===== src/rtl/dft_frame_scheduler_if.sv =====
// Bus bundle of the DFT frame scheduler: HPS CSR slave, writer buffer
// handshake, memory reader trigger and the reader source monitor tap.
interface dft_frame_scheduler_if;
    logic [1:0]  csr_address;
    logic        csr_write;
    logic [31:0] csr_writedata;
    logic        csr_read;
    logic [31:0] csr_readdata;
    logic [1:0]  buffer_full;
    logic [1:0]  buffer_release;
    logic        reader_trigger;
    logic        reader_bank;
    logic        mon_valid;
    logic        mon_ready;
    logic        mon_eop;
    logic        irq;

    modport master (
        output csr_address, csr_write, csr_writedata, csr_read,
        output buffer_full, mon_valid, mon_ready, mon_eop,
        input  csr_readdata, buffer_release, reader_trigger, reader_bank, irq
    );

    modport slave (
        input  csr_address, csr_write, csr_writedata, csr_read,
        input  buffer_full, mon_valid, mon_ready, mon_eop,
        output csr_readdata, buffer_release, reader_trigger, reader_bank, irq
    );
endinterface


===== src/rtl/dft_frame_scheduler.sv =====
// Ping-pong bank scheduler for the DFT memory reader: arbitrates full banks,
// triggers one reader frame per bank, checks frame length/timeout, releases banks.
module dft_frame_scheduler #(
    parameter int FRAME_LEN      = 8192,
    parameter int TIMEOUT_CYCLES = 1048576,
    parameter int CNT_W          = 21
) (
    input  logic                   clk,
    input  logic                   rst,
    dft_frame_scheduler_if.slave   bus
);

    typedef enum logic [1:0] {
        S_IDLE    = 2'd0,
        S_ARM     = 2'd1,
        S_STREAM  = 2'd2,
        S_RELEASE = 2'd3
    } state_t;

    localparam logic [CNT_W-1:0] FRAME_LEN_C = CNT_W'(FRAME_LEN);
    localparam logic [CNT_W-1:0] TIMEOUT_C   = CNT_W'(TIMEOUT_CYCLES);

    state_t            state_r;
    logic [1:0]        pending_r;
    logic              ptr_r;
    logic              reader_bank_r;
    logic              trigger_r;
    logic [1:0]        release_r;
    logic              enable_r;
    logic              single_r;
    logic              overrun_r;
    logic              len_err_r;
    logic              timeout_r;
    logic              irq_en_r;
    logic              irq_pend_r;
    logic              irq_r;
    logic              frame_err_r;
    logic [31:0]       frame_count_r;
    logic [CNT_W-1:0]  beat_cnt_r;
    logic [CNT_W-1:0]  tmo_cnt_r;
    logic [31:0]       readdata_r;

    logic              beat_s;
    logic              ctrl_wr_s;
    logic              irq_wr_s;
    logic              clr_err_s;
    logic              reading_s;
    logic              sel_bank_s;
    logic              start_s;
    logic [1:0]        drop_s;
    logic [1:0]        arm_mask_s;
    logic [1:0]        pending_nxt_s;
    logic [CNT_W-1:0]  beat_inc_s;
    logic [CNT_W-1:0]  tmo_inc_s;
    logic              eop_s;
    logic              len_bad_s;
    logic              tmo_hit_s;
    logic              overrun_nxt_s;
    logic              len_err_nxt_s;
    logic              timeout_nxt_s;
    logic              irq_en_nxt_s;
    logic              irq_pend_nxt_s;
    logic              enable_nxt_s;
    logic              single_nxt_s;
    logic [31:0]       rd_mux_s;

    // Next-state terms for pending bits, sticky errors, CSR fields and readback
    always_comb begin
        beat_s     = bus.mon_valid & bus.mon_ready;
        ctrl_wr_s  = bus.csr_write && (bus.csr_address == 2'd0);
        irq_wr_s   = bus.csr_write && (bus.csr_address == 2'd3);
        clr_err_s  = ctrl_wr_s && bus.csr_writedata[2];
        reading_s  = (state_r == S_ARM) || (state_r == S_STREAM);
        sel_bank_s = (pending_r == 2'b11) ? ptr_r : pending_r[1];
        start_s    = (state_r == S_IDLE) && enable_r && (pending_r != 2'b00)
                     && !(overrun_r || len_err_r || timeout_r);
        // The bank under release is already free, so a refill pulse is accepted
        drop_s[0]  = bus.buffer_full[0] && (pending_r[0] || (reading_s && (reader_bank_r == 1'b0)));
        drop_s[1]  = bus.buffer_full[1] && (pending_r[1] || (reading_s && (reader_bank_r == 1'b1)));
        arm_mask_s = start_s ? (sel_bank_s ? 2'b10 : 2'b01) : 2'b00;
        pending_nxt_s = (pending_r | (bus.buffer_full & ~drop_s)) & ~arm_mask_s;

        beat_inc_s = beat_cnt_r + CNT_W'(1);
        tmo_inc_s  = tmo_cnt_r + CNT_W'(1);
        eop_s      = (state_r == S_STREAM) && beat_s && bus.mon_eop;
        len_bad_s  = eop_s && (beat_inc_s != FRAME_LEN_C);
        tmo_hit_s  = (state_r == S_STREAM) && !eop_s && (tmo_inc_s >= TIMEOUT_C);

        // A set in the same cycle as CLR_ERR keeps the error
        overrun_nxt_s  = (drop_s != 2'b00) || (overrun_r && !clr_err_s);
        len_err_nxt_s  = len_bad_s || (len_err_r && !clr_err_s);
        timeout_nxt_s  = tmo_hit_s || (timeout_r && !clr_err_s);
        irq_en_nxt_s   = irq_wr_s ? bus.csr_writedata[0] : irq_en_r;
        irq_pend_nxt_s = (state_r == S_RELEASE) || (irq_pend_r && !(irq_wr_s && bus.csr_writedata[1]));
        single_nxt_s   = ctrl_wr_s ? bus.csr_writedata[1] : single_r;
        enable_nxt_s   = (ctrl_wr_s ? bus.csr_writedata[0] : enable_r)
                         && !((state_r == S_RELEASE) && single_r);

        case (bus.csr_address)
            2'd0:    rd_mux_s = {30'd0, single_r, enable_r};
            2'd1:    rd_mux_s = {24'd0, irq_pend_r, timeout_r, len_err_r, overrun_r,
                                 pending_r, reader_bank_r, (state_r != S_IDLE)};
            2'd2:    rd_mux_s = frame_count_r;
            2'd3:    rd_mux_s = {30'd0, irq_pend_r, irq_en_r};
            default: rd_mux_s = 32'd0;
        endcase
    end

    // Frame FSM with all CSR state and registered outputs
    always_ff @(posedge clk) begin
        if (rst) begin
            state_r       <= S_IDLE;
            pending_r     <= 2'b00;
            ptr_r         <= 1'b0;
            reader_bank_r <= 1'b0;
            trigger_r     <= 1'b0;
            release_r     <= 2'b00;
            enable_r      <= 1'b0;
            single_r      <= 1'b0;
            overrun_r     <= 1'b0;
            len_err_r     <= 1'b0;
            timeout_r     <= 1'b0;
            irq_en_r      <= 1'b0;
            irq_pend_r    <= 1'b0;
            irq_r         <= 1'b0;
            frame_err_r   <= 1'b0;
            frame_count_r <= 32'd0;
            beat_cnt_r    <= '0;
            tmo_cnt_r     <= '0;
            readdata_r    <= 32'd0;
        end else begin
            trigger_r  <= 1'b0;
            release_r  <= 2'b00;
            pending_r  <= pending_nxt_s;
            overrun_r  <= overrun_nxt_s;
            len_err_r  <= len_err_nxt_s;
            timeout_r  <= timeout_nxt_s;
            irq_en_r   <= irq_en_nxt_s;
            irq_pend_r <= irq_pend_nxt_s;
            irq_r      <= irq_en_nxt_s & irq_pend_nxt_s;
            enable_r   <= enable_nxt_s;
            single_r   <= single_nxt_s;
            if (bus.csr_read) begin
                readdata_r <= rd_mux_s;
            end

            case (state_r)
                S_IDLE: begin
                    if (start_s) begin
                        state_r       <= S_ARM;
                        reader_bank_r <= sel_bank_s;
                        trigger_r     <= 1'b1;
                        beat_cnt_r    <= '0;
                        tmo_cnt_r     <= '0;
                        frame_err_r   <= 1'b0;
                    end
                end
                S_ARM: begin
                    // The trigger cycle already counts toward the timeout
                    state_r   <= S_STREAM;
                    tmo_cnt_r <= tmo_inc_s;
                end
                S_STREAM: begin
                    tmo_cnt_r <= tmo_inc_s;
                    if (beat_s) begin
                        beat_cnt_r <= beat_inc_s;
                    end
                    if (eop_s || tmo_hit_s) begin
                        state_r     <= S_RELEASE;
                        release_r   <= reader_bank_r ? 2'b10 : 2'b01;
                        frame_err_r <= frame_err_r || len_bad_s || tmo_hit_s;
                    end
                end
                S_RELEASE: begin
                    state_r <= S_IDLE;
                    ptr_r   <= ~reader_bank_r;
                    if (!frame_err_r) begin
                        frame_count_r <= frame_count_r + 32'd1;
                    end
                end
                default: begin
                    state_r <= S_IDLE;
                end
            endcase
        end
    end

    assign bus.csr_readdata   = readdata_r;
    assign bus.buffer_release = release_r;
    assign bus.reader_trigger = trigger_r;
    assign bus.reader_bank    = reader_bank_r;
    assign bus.irq            = irq_r;

endmodule

===== src/flat_wrapper.sv =====
// flat-port wrapper written by rule: the top's interface ports become plain ports
module dft_frame_scheduler_flat 
#(
    parameter int FRAME_LEN      = 8192,
    parameter int TIMEOUT_CYCLES = 1048576,
    parameter int CNT_W          = 21
)
  (clk, rst, bus_csr_address, bus_csr_write, bus_csr_writedata, bus_csr_read, bus_buffer_full, bus_mon_valid, bus_mon_ready, bus_mon_eop, bus_csr_readdata, bus_buffer_release, bus_reader_trigger, bus_reader_bank, bus_irq);
  dft_frame_scheduler_if bus_i ();
  input  logic clk;
  input  logic rst;
  input wire logic [$bits(bus_i.csr_address)-1:0] bus_csr_address;
  input wire logic [$bits(bus_i.csr_write)-1:0] bus_csr_write;
  input wire logic [$bits(bus_i.csr_writedata)-1:0] bus_csr_writedata;
  input wire logic [$bits(bus_i.csr_read)-1:0] bus_csr_read;
  input wire logic [$bits(bus_i.buffer_full)-1:0] bus_buffer_full;
  input wire logic [$bits(bus_i.mon_valid)-1:0] bus_mon_valid;
  input wire logic [$bits(bus_i.mon_ready)-1:0] bus_mon_ready;
  input wire logic [$bits(bus_i.mon_eop)-1:0] bus_mon_eop;
  output wire logic [$bits(bus_i.csr_readdata)-1:0] bus_csr_readdata;
  output wire logic [$bits(bus_i.buffer_release)-1:0] bus_buffer_release;
  output wire logic [$bits(bus_i.reader_trigger)-1:0] bus_reader_trigger;
  output wire logic [$bits(bus_i.reader_bank)-1:0] bus_reader_bank;
  output wire logic [$bits(bus_i.irq)-1:0] bus_irq;
  assign bus_i.csr_address = bus_csr_address;
  assign bus_i.csr_write = bus_csr_write;
  assign bus_i.csr_writedata = bus_csr_writedata;
  assign bus_i.csr_read = bus_csr_read;
  assign bus_i.buffer_full = bus_buffer_full;
  assign bus_i.mon_valid = bus_mon_valid;
  assign bus_i.mon_ready = bus_mon_ready;
  assign bus_i.mon_eop = bus_mon_eop;
  assign bus_csr_readdata = bus_i.csr_readdata;
  assign bus_buffer_release = bus_i.buffer_release;
  assign bus_reader_trigger = bus_i.reader_trigger;
  assign bus_reader_bank = bus_i.reader_bank;
  assign bus_irq = bus_i.irq;
  dft_frame_scheduler #(.FRAME_LEN(FRAME_LEN), .TIMEOUT_CYCLES(TIMEOUT_CYCLES), .CNT_W(CNT_W)) u_core (.clk(clk), .rst(rst), .bus(bus_i));
endmodule

===== config.mk =====
export PLATFORM = sky130hd
export DESIGN_NAME = dft_frame_scheduler_flat
export DESIGN_NICKNAME = d
export VERILOG_FILES = /design/src/rtl/dft_frame_scheduler_if.sv /design/src/rtl/dft_frame_scheduler.sv /design/src/flat_wrapper.sv
export SDC_FILE = /design/constraint.sdc
export NUM_CORES = 1
export LEC_CHECK = 0
export CORE_MARGIN = 10
export CORE_UTILIZATION = 28
export DETAILED_ROUTE_END_ITERATION = 10
export GPL_TIMING_DRIVEN = 0
export HOLD_SLACK_MARGIN = 0.03
export PLACE_DENSITY = 0.43
export SLEW_MARGIN = 20
export SYNTH_ARGS = -nofsm -noshare
export SYNTH_HDL_FRONTEND = slang
export SYNTH_SLANG_ARGS = --single-unit

===== constraint.sdc =====
create_clock -name clk -period 4.65 [get_ports clk]
set_input_delay 1.1625 -clock clk [delete_from_list [all_inputs] [get_ports clk]]
set_output_delay 1.1625 -clock clk [all_outputs]
set_load 0.02 [all_outputs]

==> qor.txt, run 1 <==
post_cts resized -> 0
Crit. Startpoint -> bus_csr_address[1]
Top delay family on crit path -> buffers and inverters
Detail Placement HPWL -> 12000 um
Residual DRC -> 0
r2r setup slk -> 1.89 ns
Rows -> 52
worst slew pin tran -> 0.697 ns
Internal -> 2.21 mW
overall power -> 2.92 mW
Port-buffer cells -> 48
total track usage -> 12.3%
Final Cycle Share -> 68.8%
die area -> 27200 sq um
Setup TNS -> 0 ns
share of layout cells above drive strength 1 -> 7.81%
reg2reg end -> u_core.frame_err_r
relative slew slack -> 53.2%
synth warn -> 0
initial antenna violation count -> 0
clk_lat worst skew -> 0.42 ns
Post-synth top flop -> dfxtp_1
critical path depth in cells -> 7
depth of the most critical reg-to-reg path -> 7
Seq/Total Area, Yosys -> 42.3%
final worst setup slack -> 1.45 ns
CTS tree -> yes
FF+latch count, synth -> 124
CP dominant cell by count -> clkbuf_1
Worst setup endpoint -> u_core.bus.csr_readdata[26]
drt via density -> 4.94
syn nets -> 738
CP Launch Type -> primary input
maximum vdd ir drop -> 221 uV
Tmin final -> 3.20 ns
CP peak stage delay -> 0.60 ns
Pwr Density -> 396 nW/um^2
Net Sw Power -> 0.714 mW
DR pass1 iterations -> 4
area of the core -> 20400 sq um
clk buf depth -> 2
Root Buffer Master -> clkbuf_16
Ports -> 80
Comb power frac -> 9.1%
status -> finished, final reports clean
antenna-violating nets left -> 0
switching share of total power -> 24.4%
slowest stage cell, crit path -> clkdlybuf4s50_1
final hold slack -> 0.484 ns
Wirelength per Cell -> 15.9 um
setup violators final -> 0
Post-synth ARST share -> 0%
largest net degree at the start of global routing -> 17
RSZ-0062 raised after global routing -> no
grt total ovfl -> 0
clock share of power -> 53.4%
Crit. End Element -> register
Critical Path Fanout Max -> 10
Critical R2R Launch -> u_core.beat_cnt_r[0]
# hold bufs at CTS -> 0
Yosys cell types -> 61
pre-CTS WS -> 1.05 ns
Critical Path RT -> 5.00 ns
Leak Pwr -> 2.51 nW
Highest Clock Rate -> 312 MHz
final wirelength -> 16500 um
initial core utilization -> 28.7%
Clock Skew -> 0.00812 ns
max-slew violation count -> 0
Final nets -> 805
Hold Vio Cnt, Final -> 0
Die X -> 165 um
CP Buf/Inv Count -> 3
Reg clk slew, reported paths -> 0.06 ns
initial DRC count -> 253
commonest cells after routing, fill and taps aside -> dfxtp_1, nor2_1, a21oi_1
GP Congestion -> 0.804
die height -> 165 um
Post-synth EDFFs -> 0
antenna diode count -> 0
commonest non-fill, non-tap cell in the layout -> dfxtp_1
post-synthesis cell count -> 688
Post-Syn Area -> 5870 sq um
first-pass GRT wire length -> 26600 um
CP Class -> primary input to register
sequential share of power -> 37.5%
CTS buffer count -> 17
Area Growth Syn to Fin -> 25.7%
hold crit path type -> register to register
syn avg cell area -> 8.53 sq um
CP arrival -> 3.55 ns
Post-CTS Setup Inserts -> 0
H-tree depth -> 4
via count -> 5130
critical path, cell by cell -> clkdlybuf4s50_1 > nor2b_1 > and2_1 > clkbuf_1 > clkbuf_1 > a21oi_1 > nor2_1
vias in the first global route -> 4958
max-cap viol count -> 0
clock sink count -> 124
-- layout make-up --
class                           instances  area, sq um
Clock inverter                         13          236
Timing Repair Buffer                   48          480
Multi-Input combinational cell        508         3150
Sequential cell                       124         2480
Tap cell                              270          338
Clock buffer                           19          453
Fill cell                            2118        13100
Buffer                                 42          189
Inverter                               14         52.6
-- state kept, by name (all words and copies together) (netlist names), 2 cells and up --
name                       count
u_core.tmo_cnt_r              21
u_core.state_r                 2
u_core.bus.csr_readdata       32
u_core.pending_r               2
u_core.frame_count_r          32
u_core.bus.buffer_release      2
u_core.beat_cnt_r             21
-- synthesized netlist by cell type, drive strengths merged, types with 4 or more instances --
cell / number / area, sq um
or3: 12 / 75.1
inv: 14 / 52.6
xor2: 16 / 140
nand2: 37 / 139
nand3: 25 / 138
nor3: 17 / 85.1
a21oi: 60 / 312
dfxtp: 124 / 2480
nand2b: 7 / 43.8
a22oi: 13 / 97.6
nand3b: 6 / 45.0
nor2: 111 / 417
a311oi: 8 / 76.3
ha: 7 / 87.6
mux2i: 9 / 90.1
nor2b: 30 / 188
and2: 4 / 25.0
nand4: 15 / 106
a211oi: 10 / 75.1
nor4: 8 / 95.1
and3: 11 / 68.8
and4: 7 / 61.3
o21ai: 24 / 120
nor3b: 4 / 30.0
clkbuf: 28 / 106
buf: 14 / 82.6
xnor2: 30 / 263
-- routing by layer --
metal / global-route usage [%] / wire length [um] / vias up
met5: 0 / 0 / -
met4: 4.15 / 206 / 0
met3: 3.34 / 847 / 17
met2: 19.2 / 7530 / 103
met1: 16.0 / 7870 / 2450
li1: - / - / 2560
-- per-stage QoR --
step                      cells  instance area (sq um)  util (%)
after floorplan             688                   5870         -
after global placement     1006                   6690      32.7
after detailed placement   1006                   6690      32.7
after CTS                  1038                   7380      36.1
after global routing       1038                   7380      36.1
final                      1038                   7380      36.1
-- worst min-delay path by stage --
stage                                     startpoint                         end  cells after the start
after detailed placement         u_core.tmo_cnt_r[0]         u_core.tmo_cnt_r[0]                      2
after global routing      u_core.bus.csr_readdata[5]  u_core.bus.csr_readdata[5]                      2
after CTS                 u_core.bus.csr_readdata[6]  u_core.bus.csr_readdata[6]                      2
final                     u_core.bus.csr_readdata[2]  u_core.bus.csr_readdata[2]                      2
after floorplan                      u_core.single_r             u_core.enable_r                      1
after global placement           u_core.tmo_cnt_r[0]         u_core.tmo_cnt_r[0]                      2
-- power by group through the flow --
stage / Clock [mW] / Combinational (mW) / Sequential (mW)
floorplan: 0 / 0.171 / 1.12
global placement: 0 / 0.262 / 1.12
detailed placement: 0 / 0.267 / 1.12
CTS: 1.59 / 0.268 / 1.10
global route: 1.64 / 0.294 / 1.10
finish: 1.56 / 0.266 / 1.10
-- kinds of logic (layout without fill, tap and decap cells) --
family | after synthesis | in the layout | synth area share, %
muxes | 13 | 13 | 2.69
and+or+nand+nor | 302 | 302 | 27.4
DFF | 124 | 124 | 42.3
adders and majority gates | 7 | 7 | 1.49
buffers and inverters | 56 | 136 | 4.11
xor gates and xnor gates | 46 | 46 | 6.86
AOI/OAI and AO/OA | 140 | 140 | 15.1
-- worst reg2reg max path: cells and delay by family, from the launching register on --
kind / cells / cell delay [ns]
and+or+nand+nor: 4 / 1.69
AOI/OAI and AO/OA: 2 / 0.28
adders and majority gates: 1 / 0.24
DFF: 1 / 0.42
(Power assumes the default switching activity.)
==> inputs of run 2 (changes only) <==
- PLACE_DENSITY: 0.43 -> 0.45
- clock period: 4.65 -> 2.64 ns (I/O delays scaled with it)
==> qor.txt, run 2 (synthesized netlist as in run 1, its figures left out) <==
status -> finished, final reports clean
Detail Placement HPWL -> 11800 um (-1.7%)
placed cell area -> 6690 sq um (unchanged)
hold crit path type -> register to register
maximum vdd ir drop -> 256 uV (+16%)
Area Growth Syn to Fin -> 25.9%
Clock Skew -> 0.00711 ns (-0.00101 ns)
GP Congestion -> 0.787 (-2.2%)
CTS buffer count -> 17 (unchanged)
die area -> 27200 sq um (unchanged)
commonest cells after routing, fill and taps aside -> dfxtp_1, nor2_1, a21oi_1
clock sink count -> 124 (unchanged)
overall power -> 5.04 mW (+72%)
antenna-violating nets left -> 0 (unchanged)
placed insts -> 1006 (unchanged)
relative slew slack -> 52.9% (-0.34 points)
max-cap viol count -> 0 (unchanged)
Pwr Density -> 681 nW/um^2 (+72%)
Port-buffer cells -> 48 (unchanged)
H-tree depth -> 4 (unchanged)
Die X -> 165 um (unchanged)
CP peak stage delay -> 0.32 ns (-0.28 ns)
Fill cells -> 2126 (+0.38%)
DR pass1 iterations -> 4 (unchanged)
final wirelength -> 16100 um (-2.1%)
first-pass GRT wire length -> 25700 um (-3.0%)
Residual DRC -> 0 (unchanged)
Layout Cells excl Fill -> 1040 (+0.19%)
CTS tree -> yes
slowest stage cell, crit path -> dfxtp_1
CP dominant cell by count -> o21ai_0
total track usage -> 12.0% (-0.28 points)
setup violators final -> 0 (unchanged)
initial DRC count -> 285 (+13%)
Reg clk slew, reported paths -> 0.06 ns (about the same)
via count -> 5126 (-0.078%)
area of the core -> 20400 sq um (unchanged)
Setup TNS -> 0 ns (unchanged)
die height -> 165 um (unchanged)
Leak Pwr -> 2.52 nW (+0.25%)
Design Area, Final -> 7390 sq um (+0.20%)
RSZ-0062 raised after global routing -> no
grt total ovfl -> 0 (unchanged)
drt via density -> 4.93 (-0.27%)
clk_lat worst skew -> 0.42 ns (about the same)
largest net degree at the start of global routing -> 17 (unchanged)
Root Buffer Master -> clkbuf_16
initial core utilization -> 28.7% (unchanged)
Final Cycle Share -> 93.3%
CP Launch Type -> register
Ports -> 80 (unchanged)
Critical Path RT -> 2.91 ns (-2.09 ns)
critical path, cell by cell -> inv_1 > ha_1 > o21ai_0 > o21ai_1 > buf_2 > o21a_1 > buf_4 > o21ai_0 > nand2_1 > a21oi_1
Final nets -> 807 (+0.25%)
max-slew violation count -> 0 (unchanged)
Util after Layout -> 36.2% (+0.073 points)
share of layout cells above drive strength 1 -> 8.44% (+0.63 points)
CP Class -> register to register
commonest non-fill, non-tap cell in the layout -> dfxtp_1
Tmin final -> 2.46 ns
Rows -> 52 (unchanged)
initial antenna violation count -> 0 (unchanged)
worst slew pin tran -> 0.707 ns (+0.00975 ns)
Wirelength per Cell -> 15.5 um (-2.3%)
Highest Clock Rate -> 406 MHz
antenna diode count -> 0 (unchanged)
Hold Vio Cnt, Final -> 0 (unchanged)
CP arrival -> 2.73 ns (-0.82 ns)
Crit. End Element -> register
Critical Path Fanout Max -> 10 (unchanged)
clk buf depth -> 2 (unchanged)
vias in the first global route -> 4845 (-2.3%)
## run 2: path summary, 6_finish.rpt
path / from / endpoint / slack (ns) / cells after the start
setup / recovery: u_core.state_r[0] / u_core.beat_cnt_r[8] / 0.18 / 10
hold / removal: u_core.tmo_cnt_r[0] / u_core.tmo_cnt_r[0] / 0.48 / 2
setup reg to reg: u_core.state_r[0] / u_core.beat_cnt_r[8] / 0.18 / 10
hold reg to reg: u_core.tmo_cnt_r[0] / u_core.tmo_cnt_r[0] / 0.48 / 2
## run 2: metrics by stage
stage	hold slack (ns)	setup WS [ns]
2_1_floorplan	0.436	0.526
3_3_place_gp	0.473	-0.303
3_5_place_dp	0.474	-0.352
4_1_cts	0.482	0.0223
5_1_grt	0.505	0.0123
6_report	0.480	0.178
## run 2: layer usage
metal | vias to the layer above | track usage (%) | part of all wire (%)
li1 | 2572 | - | -
met1 | 2443 | 15.6 | 49
met2 | 91 | 18.8 | 46
met3 | 20 | 3.11 | 4.6
met4 | 0 | 4.19 | 1.3
met5 | - | 0 | 0
## run 2: cell type report
cell class              count  area [sq um]  area share (%)
plain buffers              42           190            2.57
clock buffers              20           457            6.18
clock inverters            12           209            2.83
inverters                  14          52.6           0.711
multi-input cells         508          3170            42.9
flip-flops and latches    124          2480            33.6
well taps                 270           338            4.57
repair buffers             50           495            6.70
## run 2: worst max-delay path: cells and delay by family (launching register included)
family                     cells  cell delay, ns
DFF                            1            0.32
adders and majority gates      1            0.32
AOI/OAI and AO/OA              5            0.96
buffers and inverters          3            0.61
and+or+nand+nor                1            0.10
## run 2: report_power, final
group          leakage (nW)  switching (mW)  total, mW  internal (mW)
Sequential             1.00          0.0282       1.93           1.90
Clock                 0.318           0.891       2.63           1.74
Combinational          1.20           0.319      0.477          0.158
## run 2: repair_timing
item                                    4_1_cts  5_1_grt
hold buffers                                  0        0
pin swaps                                     1        1
resized for setup                             0        7
setup buffers                                 0        2
endpoints found under the setup margin        2       27
==> inputs of run 3 (changes only) <==
- MAX_ROUTING_LAYER: default -> met4
==> qor.txt, run 3 (synthesized netlist as in run 1, its figures left out) <==
status -> finished, final reports clean
DR pass1 iterations -> 5 (+1)
Clock Skew -> 0.00629 ns (-0.000814 ns)
initial core utilization -> 28.7% (unchanged)
CP Class -> register to register
Residual DRC -> 0 (unchanged)
Critical Path Fanout Max -> 10 (unchanged)
depth of the most critical reg-to-reg path -> 10 (unchanged)
CTS buffer count -> 17 (unchanged)
share of layout cells above drive strength 1 -> 8.44% (unchanged)
GP Congestion -> 0.798 (+1.4%)
Detail Placement HPWL -> 11800 um (unchanged)
clock sink count -> 124 (unchanged)
Critical R2R Launch -> u_core.state_r[0]
total track usage -> 12.3% (+0.33 points)
Pwr Density -> 681 nW/um^2 (about the same)
commonest non-fill, non-tap cell in the layout -> dfxtp_1
final worst setup slack -> 0.176 ns (-0.00195 ns)
initial antenna violation count -> 0 (unchanged)
Reg clk slew, reported paths -> 0.06 ns (about the same)
relative slew slack -> 53.0% (+0.14 points)
max-cap viol count -> 0 (unchanged)
antenna-violating nets left -> 0 (unchanged)
max-slew violation count -> 0 (unchanged)
Leak Pwr -> 2.52 nW (unchanged)
CTS tree -> yes
clk_lat worst skew -> 0.42 ns (about the same)
final wirelength -> 16100 um (about the same)
Highest Clock Rate -> 406 MHz (about the same)
Die X -> 165 um (unchanged)
Rows -> 52 (unchanged)
Layout Cells excl Fill -> 1040 (unchanged)
Hold Vio Cnt, Final -> 0 (unchanged)
setup violators final -> 0 (unchanged)
largest net degree at the start of global routing -> 17 (unchanged)
Tmin final -> 2.46 ns (+0.00195 ns)
hold crit path type -> register to register
die height -> 165 um (unchanged)
Final Cycle Share -> 93.3% (about the same)
min-delay src -> u_core.tmo_cnt_r[0]
drt via density -> 4.93 (about the same)
pre-CTS WS -> -0.352 ns (unchanged)
RSZ-0062 raised after global routing -> no
die area -> 27200 sq um (unchanged)
Worst Hold Depth -> 2 (unchanged)
Util after Layout -> 36.2% (unchanged)
Port-buffer cells -> 48 (unchanged)
antenna diode count -> 0 (unchanged)
Wirelength per Cell -> 15.5 um (about the same)
clk buf depth -> 2 (unchanged)
vias in the first global route -> 4837 (-0.17%)
Ports -> 80 (unchanged)
reg2reg end -> u_core.beat_cnt_r[8]
# hold bufs at CTS -> 0 (unchanged)
first-pass GRT wire length -> 25700 um (about the same)
Crit. End Element -> register
Worst Hold Path EP -> u_core.tmo_cnt_r[0]
placed insts -> 1006 (unchanged)
maximum vdd ir drop -> 256 uV (-0.12%)
commonest cells after routing, fill and taps aside -> dfxtp_1, nor2_1, a21oi_1
grt total ovfl -> 0 (unchanged)
CP Launch Type -> register
r2r setup slk -> 0.18 ns (about the same)
initial DRC count -> 268 (-6.0%)
Root Buffer Master -> clkbuf_16
H-tree depth -> 4 (unchanged)
via count -> 5131 (+0.098%)
worst slew pin tran -> 0.705 ns (-0.00217 ns)
Final nets -> 807 (unchanged)
Area Growth Syn to Fin -> 25.9% (unchanged)
Critical Path RT -> 2.91 ns (about the same)
CP arrival -> 2.73 ns (about the same)
area of the core -> 20400 sq um (unchanged)
==> run 3: layout make-up <==
class                      instances  area (sq um)
buffer                            42           190
clock buffer                      20           457
clock inverter                    12           209
fill                            2126         13000
inverter                          14          52.6
multi-input combinational        508          3170
sequential                       124          2480
tap                              270           338
timing repair buffer              50           495
==> run 3: worst max path at each step <==
stage | from | end | slack, ns | cells after the start
6_report | u_core.state_r[0] | u_core.beat_cnt_r[8] | 0.18 | 10
5_1_grt | u_core.state_r[0] | u_core.beat_cnt_r[14] | 0.01 | 10
4_1_cts | u_core.beat_cnt_r[0] | u_core.frame_err_r | 0.02 | 7
3_5_place_dp | bus_csr_address[1] | u_core.bus.csr_readdata[24] | -0.35 | 7
3_3_place_gp | bus_csr_address[1] | u_core.bus.csr_readdata[26] | -0.30 | 7
2_1_floorplan | u_core.beat_cnt_r[0] | u_core.frame_err_r | 0.53 | 7
==> run 3: what timing repair did <==
action / CTS / global route
resized for setup: 0 / 7
endpoints found under the setup margin: 2 / 28
buffers inserted: 0 / 2
pin swaps: 1 / 1
==> run 3: through the flow <==
step / power, mW / hold WS (ns) / TNS (ns) / instance area (sq um)
floorplan: 2.27 / 0.436 / 0 / 5870
global placement: 2.43 / 0.473 / -5.23 / 6690
detailed placement: 2.44 / 0.474 / -6.11 / 6690
CTS: 5.10 / 0.482 / 0 / 7350
global route: 5.23 / 0.505 / 0 / 7390
finish: 5.03 / 0.480 / 0 / 7390
==> run 3: per-layer routing <==
layer | share of wire [%] | global-route usage (%)
met4 | 1.3 | 4.31
met2 | 46 | 18.7
met1 | 48 | 15.8
met3 | 4.4 | 2.81
met5 | 0 | -
==> run 3: report_power, final <==
group / total, mW / internal [mW] / switching [mW] / leakage, nW
combinational: 0.476 / 0.158 / 0.319 / 1.20
clock: 2.63 / 1.74 / 0.890 / 0.318
sequential: 1.93 / 1.90 / 0.0282 / 1.00
total: 5.03 / 3.80 / 1.24 / 2.52
==> run 3: critical path: stages (launching register included) <==
cell	delay [ns]
dfxtp_1	0.32
inv_1	0.10
ha_1	0.32
o21ai_0	0.25
o21ai_1	0.26
buf_2	0.27
o21a_1	0.29
buf_4	0.24
o21ai_0	0.11
nand2_1	0.10
a21oi_1	0.06
